## src/rtl/bfm_ahbl_pkg.sv

```systemverilog
// bfm_ahbl_pkg: AHB-Lite transfer codes, size codes and engine state type
package bfm_ahbl_pkg;
  localparam logic [1:0] HTRANS_IDLE   = 2'b00;
  localparam logic [1:0] HTRANS_BUSY   = 2'b01;
  localparam logic [1:0] HTRANS_NONSEQ = 2'b10;
  localparam logic [1:0] HTRANS_SEQ    = 2'b11;
  localparam logic [2:0] HBURST_SINGLE = 3'b000;
  localparam logic [2:0] HBURST_INCR   = 3'b001;
  localparam logic [2:0] HSIZE_BYTE    = 3'b000;
  localparam logic [2:0] HSIZE_HALF    = 3'b001;
  localparam logic [2:0] HSIZE_WORD    = 3'b010;
  localparam logic [2:0] HSIZE_DWORD   = 3'b011;
  typedef enum logic [2:0] {
    ST_IDLE,
    ST_ADDR,
    ST_BURST,
    ST_DRAIN,
    ST_ERR1,
    ST_ERR2
  } state_t;
  function automatic logic [31:0] size_step(input logic [2:0] size);
    return 32'd1 << size;
  endfunction
endpackage

```

## src/rtl/bfm_ahbl_hsel_dec.sv

```systemverilog
// bfm_ahbl_hsel_dec: one-hot slave select decoded from the top address bits
module bfm_ahbl_hsel_dec #(
  parameter int NUM_SEL = 16
) (
  input  logic [31:0]        addr,
  input  logic               en,
  output logic [NUM_SEL-1:0] sel
);
  localparam int SEL_W = (NUM_SEL > 1) ? $clog2(NUM_SEL) : 1;
  logic [SEL_W-1:0] idx;
  logic unused_addr;
  assign idx = (NUM_SEL > 1) ? addr[31 -: SEL_W] : '0;
  assign unused_addr = ^addr;
  // Region index to a single active select; all quiet when no transfer is driven
  always_comb begin
    sel = '0;
    for (int i = 0; i < NUM_SEL; i++) sel[i] = en && (idx == SEL_W'(i));
  end
endmodule

```

## src/rtl/bfm_ahbl_burst_master.sv

```systemverilog
// bfm_ahbl_burst_master: AHB-Lite SINGLE/INCR burst engine; AHBL_1KB_SPLIT_EN restarts bursts at 1 KB boundaries
module bfm_ahbl_burst_master
  import bfm_ahbl_pkg::*;
#(
  parameter int DATA_WIDTH = 32,
  parameter int MAX_BURST  = 16,
  parameter int NUM_SEL    = 16,
  parameter int LEN_W      = (MAX_BURST > 1) ? $clog2(MAX_BURST) : 1
) (
  input  logic                  SYSCLK,
  input  logic                  SYSRST,
  input  logic                  CMD_VALID,
  output logic                  CMD_READY,
  input  logic [31:0]           CMD_ADDR,
  input  logic                  CMD_WRITE,
  input  logic [2:0]            CMD_SIZE,
  input  logic [LEN_W-1:0]      CMD_LEN,
  input  logic                  WD_VALID,
  output logic                  WD_READY,
  input  logic [DATA_WIDTH-1:0] WD_DATA,
  output logic                  RD_VALID,
  output logic [DATA_WIDTH-1:0] RD_DATA,
  output logic                  RD_LAST,
  output logic                  DONE,
  output logic                  ERROR,
  output logic [31:0]           HADDR,
  output logic [1:0]            HTRANS,
  output logic                  HWRITE,
  output logic [2:0]            HSIZE,
  output logic [2:0]            HBURST,
  output logic [DATA_WIDTH-1:0] HWDATA,
  input  logic [DATA_WIDTH-1:0] HRDATA,
  input  logic                  HREADY,
  input  logic                  HRESP,
  output logic [NUM_SEL-1:0]    HSEL
);
  state_t st, nst;
  logic                  up;
  logic [31:0]           a_addr;
  logic [2:0]            size;
  logic [LEN_W-1:0]      len, a_cnt;
  logic                  wr, d_act, d_last, done_q;
  logic [DATA_WIDTH-1:0] wdata;
  logic                  aph, have, acc, err;
  logic [1:0]            seq_code;
`ifdef AHBL_1KB_SPLIT_EN
  assign seq_code = (a_addr[9:0] == 10'd0) ? HTRANS_NONSEQ : HTRANS_SEQ;
`else
  assign seq_code = HTRANS_SEQ;
`endif
  // Address-phase outputs; write beats only go out when their data is on hand
  always_comb begin
    aph = (st == ST_ADDR) || (st == ST_BURST);
    have = !wr || WD_VALID;
    HTRANS = (st == ST_ADDR) ? (have ? HTRANS_NONSEQ : HTRANS_IDLE) :
             (st == ST_BURST) ? (have ? seq_code : HTRANS_BUSY) : HTRANS_IDLE;
    acc = HTRANS[1] && HREADY;
    err = d_act && HRESP;
    HADDR = aph ? a_addr : '0;
    HWRITE = aph && wr;
    HSIZE = aph ? size : '0;
    HBURST = aph ? ((len == '0) ? HBURST_SINGLE : HBURST_INCR) : HBURST_SINGLE;
    HWDATA = wdata;
    WD_READY = acc && wr;
    CMD_READY = up && (st == ST_IDLE);
  end
  // Next state: address side walks the beats, error response cancels the rest
  always_comb begin
    nst = st;
    unique case (st)
      ST_IDLE:  nst = (CMD_VALID && CMD_READY) ? ST_ADDR : ST_IDLE;
      ST_ADDR:  nst = acc ? ((len == '0) ? ST_DRAIN : ST_BURST) : ST_ADDR;
      ST_BURST: nst = err ? (HREADY ? ST_ERR2 : ST_ERR1) : (acc && a_cnt == len) ? ST_DRAIN : ST_BURST;
      ST_DRAIN: nst = err ? (HREADY ? ST_ERR2 : ST_ERR1) : HREADY ? ST_IDLE : ST_DRAIN;
      ST_ERR1:  nst = HREADY ? ST_ERR2 : ST_ERR1;
      ST_ERR2:  nst = ST_IDLE;
      default:  nst = ST_IDLE;
    endcase
  end
  // Data-phase and completion outputs; an error response never delivers read data
  always_comb begin
    RD_VALID = d_act && !wr && HREADY && !HRESP;
    RD_DATA = RD_VALID ? HRDATA : '0;
    RD_LAST = RD_VALID && d_last;
    DONE = done_q || (st == ST_ERR2);
    ERROR = (st == ST_ERR2);
  end
  // State register
  always_ff @(posedge SYSCLK) begin
    if (SYSRST) st <= ST_IDLE;
    else st <= nst;
  end
  // Command capture, address/beat advance and data-phase tracking
  always_ff @(posedge SYSCLK) begin
    if (SYSRST) begin
      up <= 1'b0;
      a_addr <= '0;
      size <= '0;
      len <= '0;
      a_cnt <= '0;
      wr <= 1'b0;
      d_act <= 1'b0;
      d_last <= 1'b0;
      done_q <= 1'b0;
      wdata <= '0;
    end else begin
      up <= 1'b1;
      done_q <= (st == ST_DRAIN) && (nst == ST_IDLE);
      if (st == ST_IDLE && nst == ST_ADDR) begin
        a_addr <= CMD_ADDR;
        size <= CMD_SIZE;
        len <= CMD_LEN;
        wr <= CMD_WRITE;
        a_cnt <= '0;
      end else if (acc) begin
        a_addr <= a_addr + size_step(size);
        a_cnt <= a_cnt + LEN_W'(1);
      end
      if (WD_READY) wdata <= WD_DATA;
      if (nst != ST_BURST && nst != ST_DRAIN) d_act <= 1'b0;
      else if (HREADY) begin
        d_act <= HTRANS[1];
        d_last <= (a_cnt == len);
      end
    end
  end
  bfm_ahbl_hsel_dec #(.NUM_SEL(NUM_SEL)) u_hsel (
    .addr(HADDR),
    .en  (HTRANS != HTRANS_IDLE),
    .sel (HSEL)
  );
endmodule
```

## config.mk

```make
export PLATFORM = sky130hd
export DESIGN_NAME = bfm_ahbl_burst_master
export DESIGN_NICKNAME = d
export VERILOG_FILES = /design/src/rtl/bfm_ahbl_pkg.sv /design/src/rtl/bfm_ahbl_hsel_dec.sv /design/src/rtl/bfm_ahbl_burst_master.sv
export SDC_FILE = /design/constraint.sdc
export NUM_CORES = 1
export LEC_CHECK = 0
export ABC_AREA = 1
export ABC_CLOCK_PERIOD_IN_PS = 2550
export BUFFER_PORTS_ARGS = -buffer_cell sky130_fd_sc_hd__buf_2
export CAP_MARGIN = 20
export CORE_AREA = 5 5 150 152
export CTS_CLUSTER_SIZE = 25
export DETAILED_ROUTE_END_ITERATION = 16
export DIE_AREA = 0 0 155 157
export REMOVE_ABC_BUFFERS = 1
export SETUP_SLACK_MARGIN = 0.02
export SLEW_MARGIN = 40
export SYNTH_ARGS = -nofsm -noshare
export SYNTH_HDL_FRONTEND = slang
export SYNTH_HIERARCHICAL = 1
export SYNTH_SLANG_ARGS = --single-unit
export TNS_END_PERCENT = 10
```

## constraint.sdc

```tcl
create_clock -name SYSCLK -period 2.55 [get_ports SYSCLK]
set_clock_uncertainty 0.1 [all_clocks]
set_input_delay 0.1275 -clock SYSCLK [delete_from_list [all_inputs] [get_ports SYSCLK]]
set_output_delay 0.1275 -clock SYSCLK [all_outputs]
set_load 0.01 [all_outputs]
```

; ---- Yosys cells after proc, flatten, opt, wreduce, memory -nomap -nowiden
; Cells that the tools add are included.
[totals]
elab_cells = 104
reg_bits = 83
output_inout_bits = 127
inputBits = 110
[op_classes]
shift = 1
reduce_logical = 44
n_bitwise = 1
n_mux = 21
eq_ne = 24
addsub = 2
[op_table]
columns = op, n
row1 = 32-bit two-way mux, 4
row2 = 32-bit adder, 1
row3 = 4-bit == test (second input constant), 8
row4 = 1-bit by 3-bit left shift with 32-bit output (first input constant), 1
row5 = 1-bit logical AND, 30
row6 = 4-bit by 3-bit == test with 1-bit output (second input constant), 4
row7 = 3-bit case mux with 5 select lines, 1
row8 = 2-bit two-way mux, 6
row9 = 3-bit two-way mux, 3
row10 = 4-bit by 2-bit == test with 1-bit output (second input constant), 2
row11 = 4-bit logical NOT, 2
row12 = 1-bit two-way mux, 7
row13 = 3-bit by 1-bit == test with 1-bit output (second input constant), 2
row14 = 3-bit by 2-bit == test with 1-bit output (second input constant), 2
row15 = 3-bit == test (second input constant), 2
row16 = 3-bit logical NOT, 2
row17 = 3-bit by 2-bit inequality test with 1-bit output (second input constant), 2
row18 = 4-bit by 1-bit adder with 4-bit output (second input constant), 1
row19 = 4-bit by 1-bit == test with 1-bit output (second input constant), 1
row20 = 4-bit == test, 1
row21 = 2-bit nonzero test, 2
row22 = 2-bit OR reduction, 2
row23 = 1-bit logical OR, 3
row24 = 1-bit logical NOT, 2
row25 = other kinds (2), 2

; ---- Logic depth before layout (Yosys ltp)
; Gate-level depths: netlist of the first run.
[depth]
depth_word = 14
mapped_depth = 15
depth_no_buf = 15

; ---- Modules after synthesis
; Netlist of the first run, hierarchy kept.
[modules_own_cells]
columns = mod, n_inst, seq_area_each_um2, cells_per_inst, area_per_inst_um2
row1 = bfm_ahbl_burst_master, 1, 1661.6, 848, 5260.0
row2 = bfm_ahbl_hsel_dec, 1, 0.0, 33, 128.9

; ---- Least setup slack after synthesis of the first run
; OpenSTA, ideal clock, no wires.
[synth_timing]
path_type = reg2reg
startpoint = register size[0]
endpoint = register a_addr[14]
setup_time_ps = 128
n_path_buf = 0
setup_slack_ps = 353
synth_period_minus_slack_ps = 2197
arrival_ps = 1969
path_stages_with_launch = 12
required_ps = 2322
path_cell_list = dfxtp_1 > inv_1 > nor3_1 > inv_1 > fa_1 > o21ai_2 > nand2_1 > nand2_2 > nand2_2 > nor2_1 > xor2_1 > a21oi_1
[synth_between]
elab_chain_cells = 4
[synth_rtl]
columns = element, line
row1 = start: declaration, bfm_ahbl_burst_master.sv:40  ; logic [2:0] size;
row2 = start signal: assignment, bfm_ahbl_burst_master.sv:98  ; size <= '0;
row3 = start signal: assignment, bfm_ahbl_burst_master.sv:111  ; size <= CMD_SIZE;
row4 = 1-bit by 3-bit left shift with 32-bit output, bfm_ahbl_pkg.sv:22  ; return 32'd1 << size;
row5 = 32-bit adder, bfm_ahbl_burst_master.sv:116  ; a_addr <= a_addr + size_step(size);
row6 = 32-bit two-way mux, bfm_ahbl_burst_master.sv:115  ; end else if (acc) begin
row7 = 32-bit two-way mux, bfm_ahbl_burst_master.sv:109  ; if (st == ST_IDLE && nst == ST_ADDR) begin
row8 = end signal: assignment, bfm_ahbl_burst_master.sv:116
row9 = end: declaration, bfm_ahbl_burst_master.sv:39  ; logic [31:0] a_addr;
; No other way between the ends. The select of a mux whose other input is x is not followed.
; A chain may end at the register's enable or synchronous reset.

; ---- Worst setup path in the final report of the first run
[layout_timing]
startpoint = register size[2]
endpoint = register a_addr[14]
; Same word-level chain as after synthesis.

==> results of run 1 <==
-- stage by stage --
step                      instances  util (%)
final                          1440      36.9
after global routing           1440      36.9
after CTS                      1434      36.6
after detailed placement       1364      32.4
after global placement         1364      32.4
after floorplan                 846         -
-- repair_timing --
| action | in CTS | in global routing |
|---|---|---|
| hold buffers | 54 | 0 |
| setup endpoints to repair | 0 | 18 |
| setup buffers | 0 | 4 |
| resized for setup | 0 | 13 |
| endpoints found under the hold margin | 54 | 0 |
-- registers in the layout, indices dropped and copies added (netlist names) --
signal	count
len	4
d_act	1
a_addr	32
st	3
size	3
up	1
wr	1
HWDATA	32
done_q	1
d_last	1
a_cnt	4
-- how the worst min path moves through the flow --
stage,depth (start not counted),slack (ns),endpoint
3_5_place_dp,3,0.25,HWDATA[1]
4_1_cts,5,0.002,a_addr[17]
6_report,5,0.01,a_addr[16]
5_1_grt,5,0.03,a_addr[17]
3_3_place_gp,3,0.25,HWDATA[19]
2_1_floorplan,1,0.09,a_addr[20]
-- worst max-delay path, delay by kind of cell, from the launching register on --
family / cells / cell delay [ns]
compound gates: 2 / 0.28
xor+xnor: 1 / 0.17
fa+ha+maj: 2 / 0.66
buf+inv: 1 / 0.06
flops: 1 / 0.35
simple gates: 5 / 0.62
-- area by class of cell --
type,instances,area (sq um)
diodes,2,5.00
clock buffers,9,225
clock inverters,7,100
fillers,2256,13200
inverters,132,508
multi-input cells,631,3060
flip-flops and latches,83,1660
well taps,275,344
repair buffers,301,1810
-- per-layer routing --
layer / part of all wire [%] / wire length, um
met1: 44 / 8660
met2: 47 / 9240
met3: 7.6 / 1500
met4: 1.7 / 332
met5: 0 / 0
-- kinds of logic (layout without fill, tap and decap cells) --
kind of cell | Yosys count | count (layout)
other cells | 1 | 4
xor+xnor | 16 | 16
buf+inv | 168 | 449
compound gates | 108 | 108
fa+ha+maj | 11 | 11
simple gates | 494 | 494
flops | 83 | 83
-- power by group through the flow --
stage,Clock (mW),Combinational [mW],Sequential [mW]
3_5_place_dp,0,0.513,1.43
3_3_place_gp,0,0.511,1.43
2_1_floorplan,0,0.285,1.42
6_report,1.47,0.589,1.40
5_1_grt,1.56,0.658,1.41
4_1_cts,1.52,0.579,1.40
-- cell usage in the layout, fill, tap and decap left out, types with 3 or more instances in the layout --
cell type	netlist	layout
a21oi_1	33	33
a21oi_2	4	4
a31oi_1	4	4
buf_2	12	234
buf_4	8	13
clkbuf_16	0	9
clkinvlp_4	0	3
dfxtp_1	83	81
dlygate4sd3_1	0	54
ha_1	10	9
inv_1	124	120
inv_2	5	9
nand2_1	178	178
nand2_2	7	6
nand2_4	2	3
nand3_1	51	51
nand3_2	5	5
nand4_1	9	9
nor2_1	199	198
nor2_2	6	7
nor3_1	22	18
nor3_2	2	6
o211ai_1	5	5
o21ai_0	56	56
xnor2_1	4	4
xor2_1	12	12
==> results.txt, run 1 <==
area leader, netlist: dfxtp_1
post-synth top area share: 30.8%
maximum clock frequency: 0.423 GHz
worst setup margin: 0.188 ns
grt total ovfl: 0
Clock Latency Late Sink: 0.35 ns
initial antenna violation count: 2
crit path cell chain: nor3_1, ha_2, inv_1, fa_1, o21ai_4, nand2_1, nand2_4, nand2_2, nor2_1, xor2_1, a21oi_1
Cells after Synth: 881
GRT met2 Usage: 26.7%
core box area: 20900 sq um
Slew Limit Fails: 0
Critical Path AT: 2.49 ns
sw frac: 28.8%
CTS Buf Count: 9
Worst-Margin Slew: 0.553 ns
Power Total: 3.46 mW
total global-route track usage: 15.7%
drt total wl: 19.7 mm
Detail Route Antenna Nets: 0
RSZ-0062 raised after global routing: no
post-layout minimum cycle time: 2.36 ns
XOR/XNOR Fraction of Synth Area: 2.60%
Place WS: 0.100 ns
Rows: 53
Pwr Density: 449 nW/um^2
worst reg2reg setup slack: 0.19 ns
leakage power: 4.00 nW
largest net degree at the start of global routing: 34
clock share of power: 42.5%
clock buffer depth: 2
Post-synth ARST share: 0%
CTS tree: done
Net Sw Power: 0.997 mW
simple-gate share of the synthesized area: 39.7%
RR Startpoint: size[2]
Slew HR: 63.1%
Crit Path Class: flip-flop to flip-flop
GR Util met1: 19.3%
Post-Syn Area: 5390 sq um
Area Overhead vs Synth: 43.1%
Adder-Cell Fraction of Synth Area: 2.69%
clock sink count: 83
Fin. Hold Viols: 0
most common cell in the synthesized netlist: nor2_1
Detail Placement HPWL: 14.6 mm
sequential power share: 40.5%
synthesized area per cell: 6.12 sq um
crit path capture: a_addr[14]
share of cells above drive strength 1: 27.1%
Clock Pin Slew Worst Setup and Hold Paths: 0.07 ns
EDFF count, synth: 0
CP max-delay cell: fa_1
Die Y: 157 um
fin crit share: 92.6%
Startpoint Class: flip-flop
number of port buffers: 234
gr busiest metal: met2
Logic pwr share: 17.0%
Seq/Total Area, Yosys: 30.8%
initial drt markers: 286
WP data required: 2.68 ns
CP Capture Type: flip-flop
I/O pin count: 237
met3 Usage GRT: 4.65%
Initial Util: 25.8%
worst setup path startpoint: size[2]
Max-cap violations: 0
Die Width: 155 um
multiplexer share of the synthesized area: 0%
first-pass GRT wire length: 31.4 mm
Synth Area in Compound Gates: 11.0%
r2r endpoint: a_addr[14]
GP Congestion: 0.857
Root Buffer Master: clkbuf_16
Min Hold Slack: 0.0114 ns
Yosys reg bits: 83
number of global-route vias before repair: 6298
Cell variety after synth: 43
Worst Reg-to-Reg Cells: 11
final layout net count: 1279
Post-synth top cells: nor2_1, nand2_1, inv_1
Cell Int Power: 2.47 mW
synth warn: 6
vias after detailed routing: 6343
leading post-synthesis cells by cell area: dfxtp_1, nor2_1, nand2_1, inv_1, o21ai_0
setup TNS: 0 ns
Most used DFF post-synth: dfxtp_1
Die ar.: 24300 sq um
largest family of logic cells by synthesized area: simple AND/OR/NAND/NOR gates
vias per cell: 4.40
First-pass DRT Iterations: 5
CP max stage delay: 0.43 ns
status: complete, no violations
Final Cell Area: 7710 sq um
number of remaining DRC errors: 0
drt wl/cell: 13.7 um
VDD IR max: 0.316 mV
H-tree levels: 3
setup violators final: 0
hold_sp: CMD_ADDR[16]
critical-path maximum fanout: 7
Min-Delay Path Class: input pin to flip-flop
placed inst area: 6770 sq um
Note: power is estimated with default switching activity, not from simulation.
==> inputs of run 2 (changes only) <==
--- a/constraint.sdc
+++ b/constraint.sdc
@@ -4,2 +4,2 @@
 set_output_delay 0.1275 -clock SYSCLK [all_outputs]
-set_load 0.01 [all_outputs]
+set_load 0.005 [all_outputs]
==> run 2 against run 1 <==
Core utilization down 0.32 points; register-to-register slack improved by 0.04 ns; non-clock buffer count shrank 3.
==> results.txt, run 2 (synthesis gave the netlist of run 1 again) <==
status: complete, no violations
setup violators final: 0 (unchanged)
post-layout minimum cycle time: 2.33 ns (-0.0365 ns)
most frequent cells in the layout: buf_2, nor2_1, nand2_1
maximum clock frequency: 0.430 GHz (+1.6%)
worst setup path startpoint: size[2]
Die Y: 157 um (unchanged)
RR Startpoint: size[2]
initial antenna violation count: 2 (unchanged)
Die Width: 155 um (unchanged)
number of port buffers: 234 (unchanged)
Slew HR: 63.8% (+0.74 points)
Max-cap violations: 0 (unchanged)
leakage power: 3.98 nW (-0.55%)
r2r endpoint: a_addr[14]
core box area: 20900 sq um (unchanged)
number of remaining DRC errors: 0 (unchanged)
number of fill cells: 2257 (+0.044%)
largest net degree at the start of global routing: 34 (unchanged)
total global-route track usage: 15.8% (+0.11 points)
Critical Path AT: 2.46 ns (-0.03 ns)
critical-path maximum fanout: 7 (unchanged)
crit path capture: a_addr[14]
grt total ovfl: 0 (unchanged)
Layout Cells excl Fill: 1437 (-0.21%)
Startpoint Class: flip-flop
vias after detailed routing: 6418 (+1.2%)
Detail Route Antenna Nets: 0 (unchanged)
hold path depth: 3 (-2)
Root Buffer Master: clkbuf_16
Worst-Margin Slew: 0.542 ns (-0.0111 ns)
initial drt markers: 242 (-15%)
fin crit share: 91.2% (-1.4 points)
GP Congestion: 0.857 (about the same)
clock buffer depth: 2 (unchanged)
share of cells above drive strength 1: 26.7% (-0.36 points)
Pwr Density: 428 nW/um^2 (-4.6%)
Crit Path Class: flip-flop to flip-flop
final layout net count: 1276 (-0.23%)
most common cell after layout, fill and taps aside: buf_2
worst reg2reg setup slack: 0.22 ns (+0.04 ns)
H-tree levels: 3 (unchanged)
WP data required: 2.68 ns (about the same)
fin util: 36.6% (-0.32 points)
Die ar.: 24300 sq um (unchanged)
I/O pin count: 237 (unchanged)
vias per cell: 4.47 (+1.4%)
first-pass GRT wire length: 31.4 mm (about the same)
Initial Util: 25.8% (unchanged)
Slew Limit Fails: 0 (unchanged)
drt total wl: 19.9 mm (+0.70%)
Rows: 53 (unchanged)
Fin. Hold Viols: 0 (unchanged)
Clock Latency Late Sink: 0.35 ns (about the same)
CP Capture Type: flip-flop
CTS Buf Count: 9 (unchanged)
drt wl/cell: 13.8 um (+0.91%)
setup TNS: 0 ns (unchanged)
number of global-route vias before repair: 6302 (+0.064%)
Min-Delay Path Class: input pin to flip-flop
Worst Reg-to-Reg Cells: 13 (+2)
cell count after placement: 1364 (unchanged)
Power Total: 3.28 mW (-5.4%)
Clock Pin Slew Worst Setup and Hold Paths: 0.07 ns (about the same)
hold_sp: HREADY
clock sink count: 83 (unchanged)
CTS tree: done
First-pass DRT Iterations: 4 (-1)
VDD IR max: 0.293 mV (-7.2%)
RSZ-0062 raised after global routing: yes
Area Overhead vs Synth: 41.9%
Detail Placement HPWL: 14.7 mm (+0.30%)
-- run 2: cell types whose count changed in the layout (fill, tap and decap cells not counted), sizes merged --
cell and change:
clkinvlp -2, buf -2, dlygate4sd3 -1, inv +2, clkinv +2, bufinv -2
-- run 2: critical path, stage by stage, from the launching register on --
cell and delay, ns:
dfxtp_2 0.37, inv_1 0.13, nor3_1 0.25, ha_1 0.24, nand2_1 0.09, nor2_1 0.17, inv_1 0.07, nor2_2 0.13
nand2_1 0.08, nand2_2 0.15, nand2_2 0.08, nor2_1 0.12, xor2_1 0.15, a21oi_1 0.07
-- run 2: per-stage QoR --
stage | setup WS [ns] | hold slack, ns | area [sq um]
3_5_place_dp | 0.0965 | 0.258 | 6770
6_report | 0.225 | 0.0168 | 7650
5_1_grt | 0.00266 | 0.0329 | 7650
3_3_place_gp | 0.165 | 0.247 | 6770
4_1_cts | 0.0929 | 0.00609 | 7590
2_1_floorplan | 0.346 | 0.0899 | 5190
-- run 2: worst min path at each step --
stage / slack [ns] / end
after CTS: 0.006 / a_addr[16]
after detailed placement: 0.26 / HWDATA[16]
after global routing: 0.03 / a_addr[17]
final: 0.02 / d_last
after floorplan: 0.09 / a_addr[20]
after global placement: 0.25 / HWDATA[19]
-- run 2: power breakdown --
group          switching, mW  total [mW]  internal (mW)
registers             0.0545        1.40           1.35
clock network          0.623        1.30          0.679
logic                  0.327       0.573          0.246
total                   1.00        3.28           2.27
-- run 2: final cells by class --
type	instances	area [sq um]	share of cell area [%]
antenna	2	5.00	0.0654
clock inverter	7	58.8	0.769
tap	275	344	4.50
timing repair buffer	298	1780	23.3
clock buffer	9	225	2.95
sequential	83	1660	21.8
multi-input combinational	631	3060	40.0
inverter	132	508	6.64
-- run 2: what timing repair did --
action,4_1_cts,5_1_grt
setup buffers,0,2
resized for setup,0,10
hold buffers,53,0
endpoints found under the hold margin,53,0
endpoints found under the setup margin,0,17
-- run 2: layer usage --
| layer | track usage (%) | part of all wire (%) |
|---|---|---|
| met4 | 5.21 | 2.3 |
| met3 | 4.07 | 7.6 |
| met2 | 26.6 | 46 |
| met5 | 0 | 0 |
| met1 | 19.8 | 44 |
==> inputs of run 3 (changes only) <==
--- a/config.mk
+++ b/config.mk
@@ -11,6 +11,8 @@
 export CAP_MARGIN = 20
-export CORE_AREA = 5 5 150 152
+export CORE_AREA = 5 5 112 114
 export CTS_CLUSTER_SIZE = 25
 export DETAILED_ROUTE_END_ITERATION = 16
-export DIE_AREA = 0 0 155 157
+export DIE_AREA = 0 0 117 119
+export PLACE_DENSITY = 0.8
+export RECOVER_POWER = 25
 export REMOVE_ABC_BUFFERS = 1
--- a/constraint.sdc
+++ b/constraint.sdc
@@ -4,2 +4,2 @@
 set_output_delay 0.1275 -clock SYSCLK [all_outputs]
-set_load 0.005 [all_outputs]
+set_load 0.02 [all_outputs]
==> run 3 against run 2 <==
Power is 4.3% higher; die area is 43% lower; critical path depth is 1 higher; largest cell class unchanged; core utilization is 29 points higher; sequential power hardly changed; combinational power is 3.8% higher; hold slack worse by 0.0017 ns; fmax is 2.4% lower; final cell count is 9.5% lower; via count is 2.6% higher.
==> results.txt, run 3 (synthesis gave the netlist of run 1 again) <==
Fin. Hold Viols: 0 (unchanged)
Crit Path Class: flip-flop to flip-flop
Max-cap violations: 0 (unchanged)
grt total ovfl: 0 (unchanged)
placed inst area: 6600 sq um (-2.6%)
core box area: 11300 sq um (-46%)
sw frac: 27.8% (-2.9 points)
clock share of power: 41.5% (+1.8 points)
most frequent cells in the layout: nor2_1, buf_2, nand2_1
CP Capture Type: flip-flop
clock sink count: 83 (unchanged)
Root Buffer Master: clkbuf_16
most common cell after layout, fill and taps aside: nor2_1
I/O pin count: 237 (unchanged)
drt wl/cell: 14.3 um (+3.3%)
H-tree levels: 3 (unchanged)
number of global-route vias before repair: 6133 (-2.7%)
sequential power share: 41.1% (-1.7 points)
Logic pwr share: 17.4% (about the same)
Pwr Density: 459 nW/um^2 (+7.2%)
met3 Usage GRT: 8.62% (+4.6 points)
critical-path maximum fanout: 6 (-1)
Slew Limit Fails: 0 (unchanged)
GP Congestion: 0.920 (+7.3%)
leakage power: 3.80 nW (-4.7%)
ANT cells: 0 (-2)
Initial Util: 47.6% (+22 points)
initial drt markers: 483 (+100%)
Min-Delay Path Class: input pin to flip-flop
CTS Buf Count: 9 (unchanged)
Area Overhead vs Synth: 38.1%
CTS tree: done
setup TNS: 0 ns (unchanged)
Die Y: 119 um (-24%)
drt total wl: 18.6 mm (-6.6%)
Worst-Margin Slew: 0.754 ns (+0.213 ns)
vias per cell: 5.07 (+13%)
largest net degree at the start of global routing: 42 (+24%)
setup violators final: 0 (unchanged)
initial antenna violation count: 1 (-1)
Clock Pin Slew Worst Setup and Hold Paths: 0.06 ns (about the same)
GRT met2 Usage: 42.1% (+16 points)
fin crit share: 93.4% (+2.2 points)
Power Total: 3.42 mW (+4.3%)
Critical Path AT: 2.52 ns (+0.06 ns)
number of fill cells: 1026 (-55%)
vias after detailed routing: 6586 (+2.6%)
Final Cell Area: 7440 sq um (-2.7%)
Slew HR: 49.5% (-14 points)
post-layout minimum cycle time: 2.38 ns (+0.0564 ns)
GR Util met1: 31.3% (+12 points)
Cell Int Power: 2.47 mW (+8.7%)
maximum clock frequency: 0.420 GHz (-2.4%)
status: complete, no violations
Die Width: 117 um (-25%)
total global-route track usage: 25.7% (+9.9 points)
Detail Route Antenna Nets: 0 (unchanged)
VDD IR max: 0.500 mV (+71%)
Die ar.: 13900 sq um (-43%)
Min Hold Slack: 0.0151 ns (-0.00172 ns)
clock buffer depth: 2 (unchanged)
Clock Latency Late Sink: 0.35 ns (about the same)
Net Sw Power: 0.948 mW (-5.5%)
First-pass DRT Iterations: 5 (+1)
number of port buffers: 234 (unchanged)
number of remaining DRC errors: 0 (unchanged)
gr busiest metal: met2
share of cells above drive strength 1: 22.7% (-4.0 points)
Rows: 39 (-26%)
Startpoint Class: flip-flop
Detail Placement HPWL: 13.0 mm (-11%)
first-pass GRT wire length: 29.1 mm (-7.4%)
final layout net count: 1274 (-0.16%)
RSZ-0062 raised after global routing: yes
WP data required: 2.69 ns (about the same)
[run 3: changes by cell type in the layout (fill, tap and decap cells not counted), sizes merged]
cell	previous run	this run
buf	245	199
bufinv	0	2
clkbuf	9	54
diode	2	0
inv	136	132
[run 3: path summary, 6_finish.rpt]
kind	from	to	slack, ns	depth (start not counted)
setup / recovery	size[1]	a_addr[23]	0.17	14
hold / removal	CMD_ADDR[11]	a_addr[11]	0.02	3
setup reg to reg	size[1]	a_addr[23]	0.17	14
hold reg to reg	d_last	d_last	0.38	2
[run 3: cell type report]
type	instances	area, sq um	share of cell area [%]
clock buffers	10	239	3.21
clock inverters	5	77.6	1.04
inverters	132	508	6.83
multi-input cells	631	3050	40.9
flip-flops and latches	83	1660	22.4
well taps	143	179	2.40
repair buffers	296	1730	23.2
[run 3: per-stage QoR]
step | setup slack, ns | cells | util (%)
after floorplan | 0.176 | 846 | -
after global placement | 0.141 | 1229 | 58.3
after detailed placement | 0.0714 | 1229 | 58.3
after CTS | 0.0630 | 1297 | 65.8
after global routing | -0.0600 | 1300 | 65.7
final | 0.168 | 1300 | 65.7
[run 3: power by group through the flow]
stage,Clock (mW),Combinational [mW],Sequential [mW]
2_1_floorplan,0,0.299,1.42
3_3_place_gp,0,0.509,1.43
3_5_place_dp,0,0.516,1.43
4_1_cts,1.43,0.582,1.40
5_1_grt,1.47,0.656,1.41
6_report,1.42,0.595,1.40
[run 3: repair_timing]
| item | 4_1_cts | 5_1_grt |
|---|---|---|
| endpoints found under the hold margin | 53 | 0 |
| setup buffers | 0 | 3 |
| endpoints found under the setup margin | 0 | 20 |
| gates resized for setup | 0 | 12 |
| hold buffers | 53 | 0 |
[run 3: worst max-delay path, cell delays in order (launching register included)]
cell and delay (ns):
dfxtp_2 0.35, inv_1 0.19, nor3_1 0.09, ha_1 0.39
nand3_1 0.13, nand3_2 0.12, nand2_1 0.07, nand2_2 0.09
nand2_1 0.05, nand2_1 0.17, nand2_1 0.13, nor2_1 0.14
nand2_1 0.07, a21oi_1 0.12, nor2_1 0.05
[run 3: per-layer routing]
layer	share of wire [%]	up-vias	routed length (um)
li1	-	3283	-
met1	40	2897	7390
met2	46	346	8630
met3	11	58	1960
met4	3.1	2	567
met5	0.070	-	13
